`src/rtl/up_count_monitor_if.sv`:
```
// Count-stream bundle between an up-counter source and its sequence monitor.
interface up_count_monitor_if #(
  parameter int unsigned WRAP_W = 8,
  parameter int unsigned ERR_W  = 4
);
  logic [1:0]        count_in;
  logic              count_valid;
  logic              clear;
  logic              locked;
  logic              wrap_pulse;
  logic [WRAP_W-1:0] wrap_count;
  logic              err_pulse;
  logic              err_sticky;
  logic [ERR_W-1:0]  err_count;

  modport master (
    output count_in, count_valid, clear,
    input  locked, wrap_pulse, wrap_count, err_pulse, err_sticky, err_count
  );

  modport slave (
    input  count_in, count_valid, clear,
    output locked, wrap_pulse, wrap_count, err_pulse, err_sticky, err_count
  );
endinterface

```
`src/rtl/up_count_monitor.sv`:
```
// Checks a 2-bit up-count stream: locks after LOCK_CNT legal steps, counts 3->0 wraps
// while locked, and flags/counts/latches sequence errors seen while locked.
module up_count_monitor #(
  parameter int unsigned WRAP_W   = 8,
  parameter int unsigned ERR_W    = 4,
  parameter int unsigned LOCK_CNT = 2
) (
  input logic                clock,
  input logic                reset,
  up_count_monitor_if.slave  bus
);

  typedef enum logic [1:0] {StIdle, StAcq, StLocked} state_e;

  localparam logic [3:0] LockCntL = 4'(LOCK_CNT);

  state_e            state_q, state_d;
  logic [1:0]        prev_q, prev_d;
  logic [3:0]        run_q, run_d;
  logic              wrap_pulse_q, wrap_pulse_d;
  logic              err_pulse_q, err_pulse_d;
  logic              err_sticky_q, err_sticky_d;
  logic [WRAP_W-1:0] wrap_count_q, wrap_count_d;
  logic [ERR_W-1:0]  err_count_q, err_count_d;
  logic [1:0]        prev_inc;
  logic              legal;

  assign prev_inc = prev_q + 2'd1;
  assign legal    = (bus.count_in == prev_inc);

  // Next-state, pulse and statistics logic.
  always_comb begin
    state_d      = state_q;
    prev_d       = prev_q;
    run_d        = run_q;
    wrap_pulse_d = 1'b0;
    err_pulse_d  = 1'b0;
    err_sticky_d = err_sticky_q;
    wrap_count_d = wrap_count_q;
    err_count_d  = err_count_q;

    if (bus.count_valid) begin
      prev_d = bus.count_in;
      case (state_q)
        StIdle: begin
          // First sample only seeds prev; it is never checked.
          state_d = StAcq;
          run_d   = 4'd0;
        end
        StAcq: begin
          if (legal) begin
            if (run_q + 4'd1 == LockCntL) begin
              state_d = StLocked;
              run_d   = 4'd0;
            end else begin
              run_d = run_q + 4'd1;
            end
          end else begin
            run_d = 4'd0;
          end
        end
        StLocked: begin
          if (legal) begin
            if (prev_q == 2'd3) begin
              wrap_pulse_d = 1'b1;
              wrap_count_d = wrap_count_q + WRAP_W'(1);
            end
          end else begin
            err_pulse_d  = 1'b1;
            err_sticky_d = 1'b1;
            if (err_count_q != '1) begin
              err_count_d = err_count_q + ERR_W'(1);
            end
            state_d = StAcq;
            run_d   = 4'd0;
          end
        end
        default: begin
          state_d = StIdle;
          run_d   = 4'd0;
        end
      endcase
    end

    // Clear beats a same-cycle increment or set; pulses are unaffected.
    if (bus.clear) begin
      wrap_count_d = '0;
      err_count_d  = '0;
      err_sticky_d = 1'b0;
    end
  end

  // State and output registers.
  always_ff @(posedge clock or negedge reset) begin
    if (!reset) begin
      state_q      <= StIdle;
      prev_q       <= 2'd0;
      run_q        <= 4'd0;
      wrap_pulse_q <= 1'b0;
      err_pulse_q  <= 1'b0;
      err_sticky_q <= 1'b0;
      wrap_count_q <= '0;
      err_count_q  <= '0;
    end else begin
      state_q      <= state_d;
      prev_q       <= prev_d;
      run_q        <= run_d;
      wrap_pulse_q <= wrap_pulse_d;
      err_pulse_q  <= err_pulse_d;
      err_sticky_q <= err_sticky_d;
      wrap_count_q <= wrap_count_d;
      err_count_q  <= err_count_d;
    end
  end

  assign bus.locked     = (state_q == StLocked);
  assign bus.wrap_pulse = wrap_pulse_q;
  assign bus.err_pulse  = err_pulse_q;
  assign bus.err_sticky = err_sticky_q;
  assign bus.wrap_count = wrap_count_q;
  assign bus.err_count  = err_count_q;

endmodule

```
`src/flat_wrapper.sv`:
```
// flat-port wrapper written by rule: the top's interface ports become plain ports
module up_count_monitor_flat 
#(
  parameter int unsigned WRAP_W   = 8,
  parameter int unsigned ERR_W    = 4,
  parameter int unsigned LOCK_CNT = 2
)
  (clock, reset, bus_count_in, bus_count_valid, bus_clear, bus_locked, bus_wrap_pulse, bus_wrap_count, bus_err_pulse, bus_err_sticky, bus_err_count);
  up_count_monitor_if #(.WRAP_W(WRAP_W), .ERR_W(ERR_W)) bus_i ();
  input logic clock;
  input logic reset;
  input wire logic [$bits(bus_i.count_in)-1:0] bus_count_in;
  input wire logic [$bits(bus_i.count_valid)-1:0] bus_count_valid;
  input wire logic [$bits(bus_i.clear)-1:0] bus_clear;
  output wire logic [$bits(bus_i.locked)-1:0] bus_locked;
  output wire logic [$bits(bus_i.wrap_pulse)-1:0] bus_wrap_pulse;
  output wire logic [$bits(bus_i.wrap_count)-1:0] bus_wrap_count;
  output wire logic [$bits(bus_i.err_pulse)-1:0] bus_err_pulse;
  output wire logic [$bits(bus_i.err_sticky)-1:0] bus_err_sticky;
  output wire logic [$bits(bus_i.err_count)-1:0] bus_err_count;
  assign bus_i.count_in = bus_count_in;
  assign bus_i.count_valid = bus_count_valid;
  assign bus_i.clear = bus_clear;
  assign bus_locked = bus_i.locked;
  assign bus_wrap_pulse = bus_i.wrap_pulse;
  assign bus_wrap_count = bus_i.wrap_count;
  assign bus_err_pulse = bus_i.err_pulse;
  assign bus_err_sticky = bus_i.err_sticky;
  assign bus_err_count = bus_i.err_count;
  up_count_monitor #(.WRAP_W(WRAP_W), .ERR_W(ERR_W), .LOCK_CNT(LOCK_CNT)) u_core (.clock(clock), .reset(reset), .bus(bus_i));
endmodule
```
`config.mk`:
```
export PLATFORM = sky130hd
export DESIGN_NAME = up_count_monitor_flat
export DESIGN_NICKNAME = d
export VERILOG_FILES = /design/src/rtl/up_count_monitor_if.sv /design/src/rtl/up_count_monitor.sv /design/src/flat_wrapper.sv
export SDC_FILE = /design/constraint.sdc
export NUM_CORES = 1
export LEC_CHECK = 0
export ABC_AREA = 1
export CORE_MARGIN = 10
export CORE_UTILIZATION = 41
export CTS_BUF_LIST = sky130_fd_sc_hd__clkbuf_8 sky130_fd_sc_hd__clkbuf_16
export CTS_CLUSTER_DIAMETER = 60
export DETAILED_ROUTE_END_ITERATION = 16
export PLACE_DENSITY = 0.76
export SLEW_MARGIN = 20
export SYNTH_ARGS = -nofsm -noshare
export SYNTH_HDL_FRONTEND = slang
export SYNTH_SLANG_ARGS = --single-unit
```
`constraint.sdc`:
```
create_clock -name clock -period 1.6 [get_ports clock]
set_clock_uncertainty 0.1 [all_clocks]
set_input_delay 0.48 -clock clock [delete_from_list [all_inputs] [get_ports clock]]
set_output_delay 0.48 -clock clock [all_outputs]
set_load 0.1 [all_outputs]
```
==> flow_metrics.tcl <==
set metrics [dict create \
    layoutNonFillerInstCount 263 \
    globalRouteOverflowTotal 0 \
    cp_top_family "flip-flops" \
    synthArstFlopShare_pct 100 \
    synth.most_common_cell "nand2_1" \
    synth_warnings 0 \
    ctsHoldBuffers 0 \
    worst_pin_slew_ns 0.261 \
    routedWlPerCell_um 11.0 \
    grt_start_max_net_pins 24 \
    slowest_stage "dfrtp_1" \
    r2r_start "u_core.prev_q[0]$_DFFE_PN0P_" \
    peakVddDrop_uv 429 \
    grt_pass1_wl_mm 5.01 \
    yosysTopAreaCellShare_pct 42.7 \
    fp-row-count 20 \
    p_leak_uw 0.000985 \
    fin_nets 231 \
    design_area_mm2 0.00202 \
    rsz0062_at_grt "true" \
    worst_slack_ns -0.0459 \
    max-cap-violations 0 \
    clock_path_buffers 2 \
    hold_path_class "flip-flop to flip-flop" \
    grt.met3_usage_pct 3.46 \
    diodes 0 \
    r2r_slack_ns -0.02 \
    utilization_pct 65.2 \
    worst-r2r-cell-count 10 \
    worstHoldStart "u_core.prev_q[1]$_DFFE_PN0P_" \
    synth_edf_count 0 \
    die_x_um 77.3 \
    cts_sinks 23 \
    antenna_found_initial 0 \
    use_met1_pct 12.5 \
    crit_chain "inv_2 > nor2_4 > buf_12" \
    via_count 1224 \
    dieArea_mm2 0.00598 \
    io_pins 22 \
    use_met2_pct 14.3 \
    avgSynthCellArea_um2 7.53 \
    hpwl_mm 2.09 \
    p_per_area_mw_per_mm2 765 \
    path_depth 3 \
    reg2reg_to "u_core.bus.wrap_count[5]$_DFFE_PN0P_" \
    worstSetupPathType "flip-flop to output port" \
    fill_cells 261 \
    vias_per_cell 4.65 \
    synth_cells 179 \
    routed_wl_mm 2.90 \
    synth_cell_types 22 \
    synth-adder-area-share_pct 4.64 \
    drc 0 \
    max_freq_mhz 608 \
    synth-xor-area-share_pct 0.650 \
    synth-compound-area-share_pct 9.84 \
    busiest_layer "met2" \
    ys_top_cells_by_area "dfrtp_1 (43%), nand2_1 (14%), nand3_1 (8.2%), inv_1 (7.5%), ha_1 (4.6%)" \
    clk_pin_slew_ns 0.08 \
    arrival_ns 1.07 \
    synth_area_mm2 0.00135 \
    postPlaceCellArea_mm2 0.00188 \
    finalMaxSlewViolations 0 \
    critPathBufInv 2 \
    cp_slowest_stage_delay_ns 0.40 \
    yosys_register_bits 23 \
    finalSetupTns_ns -0.0800 \
    tritoncts "done" \
    ant_nets 0 \
    status "finished with violations" \
    drive_above_1_share_pct 35.6 \
    layout_min_cycle_time_ns 1.65 \
    cts_buffers 3 \
    core_area_mm2 0.00310 \
    period_share_pct 103 \
    timing.critical_path.from "u_core.state_q[1]$_DFFE_PN0P_" \
    start_kind "flip-flop" \
    grt_pass1_vias 1160 \
    portBuffers 21 \
    worst_hold_slack_ns 0.403 \
    synth_commonest_cells "nand2_1 (51), inv_1 (27), dfrtp_1 (23), nand3_1 (22), o21ai_0 (10)" \
    syn2layout_area_growth_pct 50.0 \
    drt_iter0_drc 69 \
    clk-insertion-delay-late_ns 0.27 \
    violations "negative setup slack" \
    synthFlopType "dfrtp_1" \
    synthMuxAreaShare_pct 0 \
    grt_usage_pct 9.89 \
    setup.worst_path.end "bus_locked" \
    die_height_um 77.3 \
    root_buffer "clkbuf_8" \
    setup_viol 5 \
    yosysTopAreaCell "dfrtp_1" \
    firstDrtPassIters 4 \
    htreeDepth 1 \
    place_congestion 0.805 \
    synthesis.nets 190 \
    slew_headroom_pct 82.6 \
    seq_area_frac_synth_pct 42.7 \
    start_util_pct 43.4 \
    worstSetupEndpointType "output port" \
    synth_top_family_by_area "simple AND/OR/NAND/NOR gates" \
    dpl.cell_count 253 \
    cp_max_fo 3 \
    yosys.area_share.simple_pct 32.6 \
    cp.required_ns 1.02 \
    hold_viol_final 0 \
]
[metrics by stage]
stage	power (uW)	setup slack, ns
2_1_floorplan	961	-0.173
3_3_place_gp	1140	-0.287
3_5_place_dp	1150	-0.312
4_1_cts	1530	-0.0305
5_1_grt	1630	-0.106
6_report	1550	-0.0459
[report_power, final]
group	switching, uW	total, uW	leakage [uW]	internal (uW)
clock	192	364	0.0000269	172
combinational	312	515	0.000662	203
sequential	49.1	667	0.000296	618
total	553	1550	0.000985	993
[area by class of cell]
| cell class | instances | area, um^2 | area share [%] |
|---|---|---|---|
| Multi-Input combinational cell | 124 | 696 | 34.4 |
| Tap cell | 44 | 55.1 | 2.72 |
| Clock inverter | 1 | 3.75 | 0.186 |
| Clock buffer | 3 | 41.3 | 2.04 |
| Sequential cell | 23 | 587 | 29.0 |
| Timing Repair Buffer | 38 | 527 | 26.1 |
| Inverter | 30 | 113 | 5.57 |
[logic make-up after synthesis]
logic type,count (synthesis)
AO/OA/AOI/OAI,21
XOR/XNOR,1
adder cells (fa/ha/maj),5
buffers and inverters,32
flip-flops,23
AND/OR/NAND/NOR,97
[how the worst min path moves through the flow]
stage,endpoint,slack [ns],depth (start not counted)
floorplan,u_core.bus.err_count[0]$_DFFE_PN0P_,0.08,0
detailed placement,u_core.prev_q[1]$_DFFE_PN0P_,0.38,2
finish,u_core.prev_q[1]$_DFFE_PN0P_,0.40,2
global route,u_core.prev_q[1]$_DFFE_PN0P_,0.45,2
CTS,u_core.prev_q[1]$_DFFE_PN0P_,0.40,2
global placement,u_core.prev_q[1]$_DFFE_PN0P_,0.38,2
[tightest hold or removal path, stage by stage, from the launching register on]
cell and delay (ns):
dfrtp_1 0.36, nand2_1 0.05, o21ai_0 0.06
[routing by layer]
| metal | share of wire, % | vias to the layer above |
|---|---|---|
| met5 | 0 | - |
| met4 | 1.9 | 0 |
| met3 | 5.6 | 4 |
| met2 | 43 | 23 |
| met1 | 50 | 544 |
| li1 | - | 653 |
[sequential cells by signal (all words and copies together), names as in the netlist]
register               flops
u_core.bus.err_count       4
u_core.bus.wrap_count      8
u_core.bus.err_pulse       1
u_core.bus.wrap_pulse      1
u_core.run_q               4
u_core.prev_q              2
u_core.bus.err_sticky      1
u_core.state_q             2
[placed cells by master, fill, tap and decap left out, types with 3 or more instances in the layout]
cell             synthesis  routed
nand4_1                  5       5
dfrtp_2                  0       9
inv_2                    3       4
clkdlybuf4s50_1          0       5
nand2_2                  1      10
o21ai_2                  6       7
nand2_1                 51      41
or2_2                    5       5
o21ai_1                  2       4
nand3_1                 22      20
ha_1                     5       5
nand3_2                  1       3
buf_4                    0      14
inv_1                   27      27
clkbuf_8                 0       3
dfrtp_1                 23      14
o21ai_0                 10       7
buf_12                   0      18
nor2_1                   9       9
[timing repair]
item / in CTS / in global routing
gates resized for setup: 3 / 17
endpoints found under the setup margin: 10 / 20
setup buffers: 4 / 2
pin swaps: 2 / 2
Power figures use the tool's default switching activity.
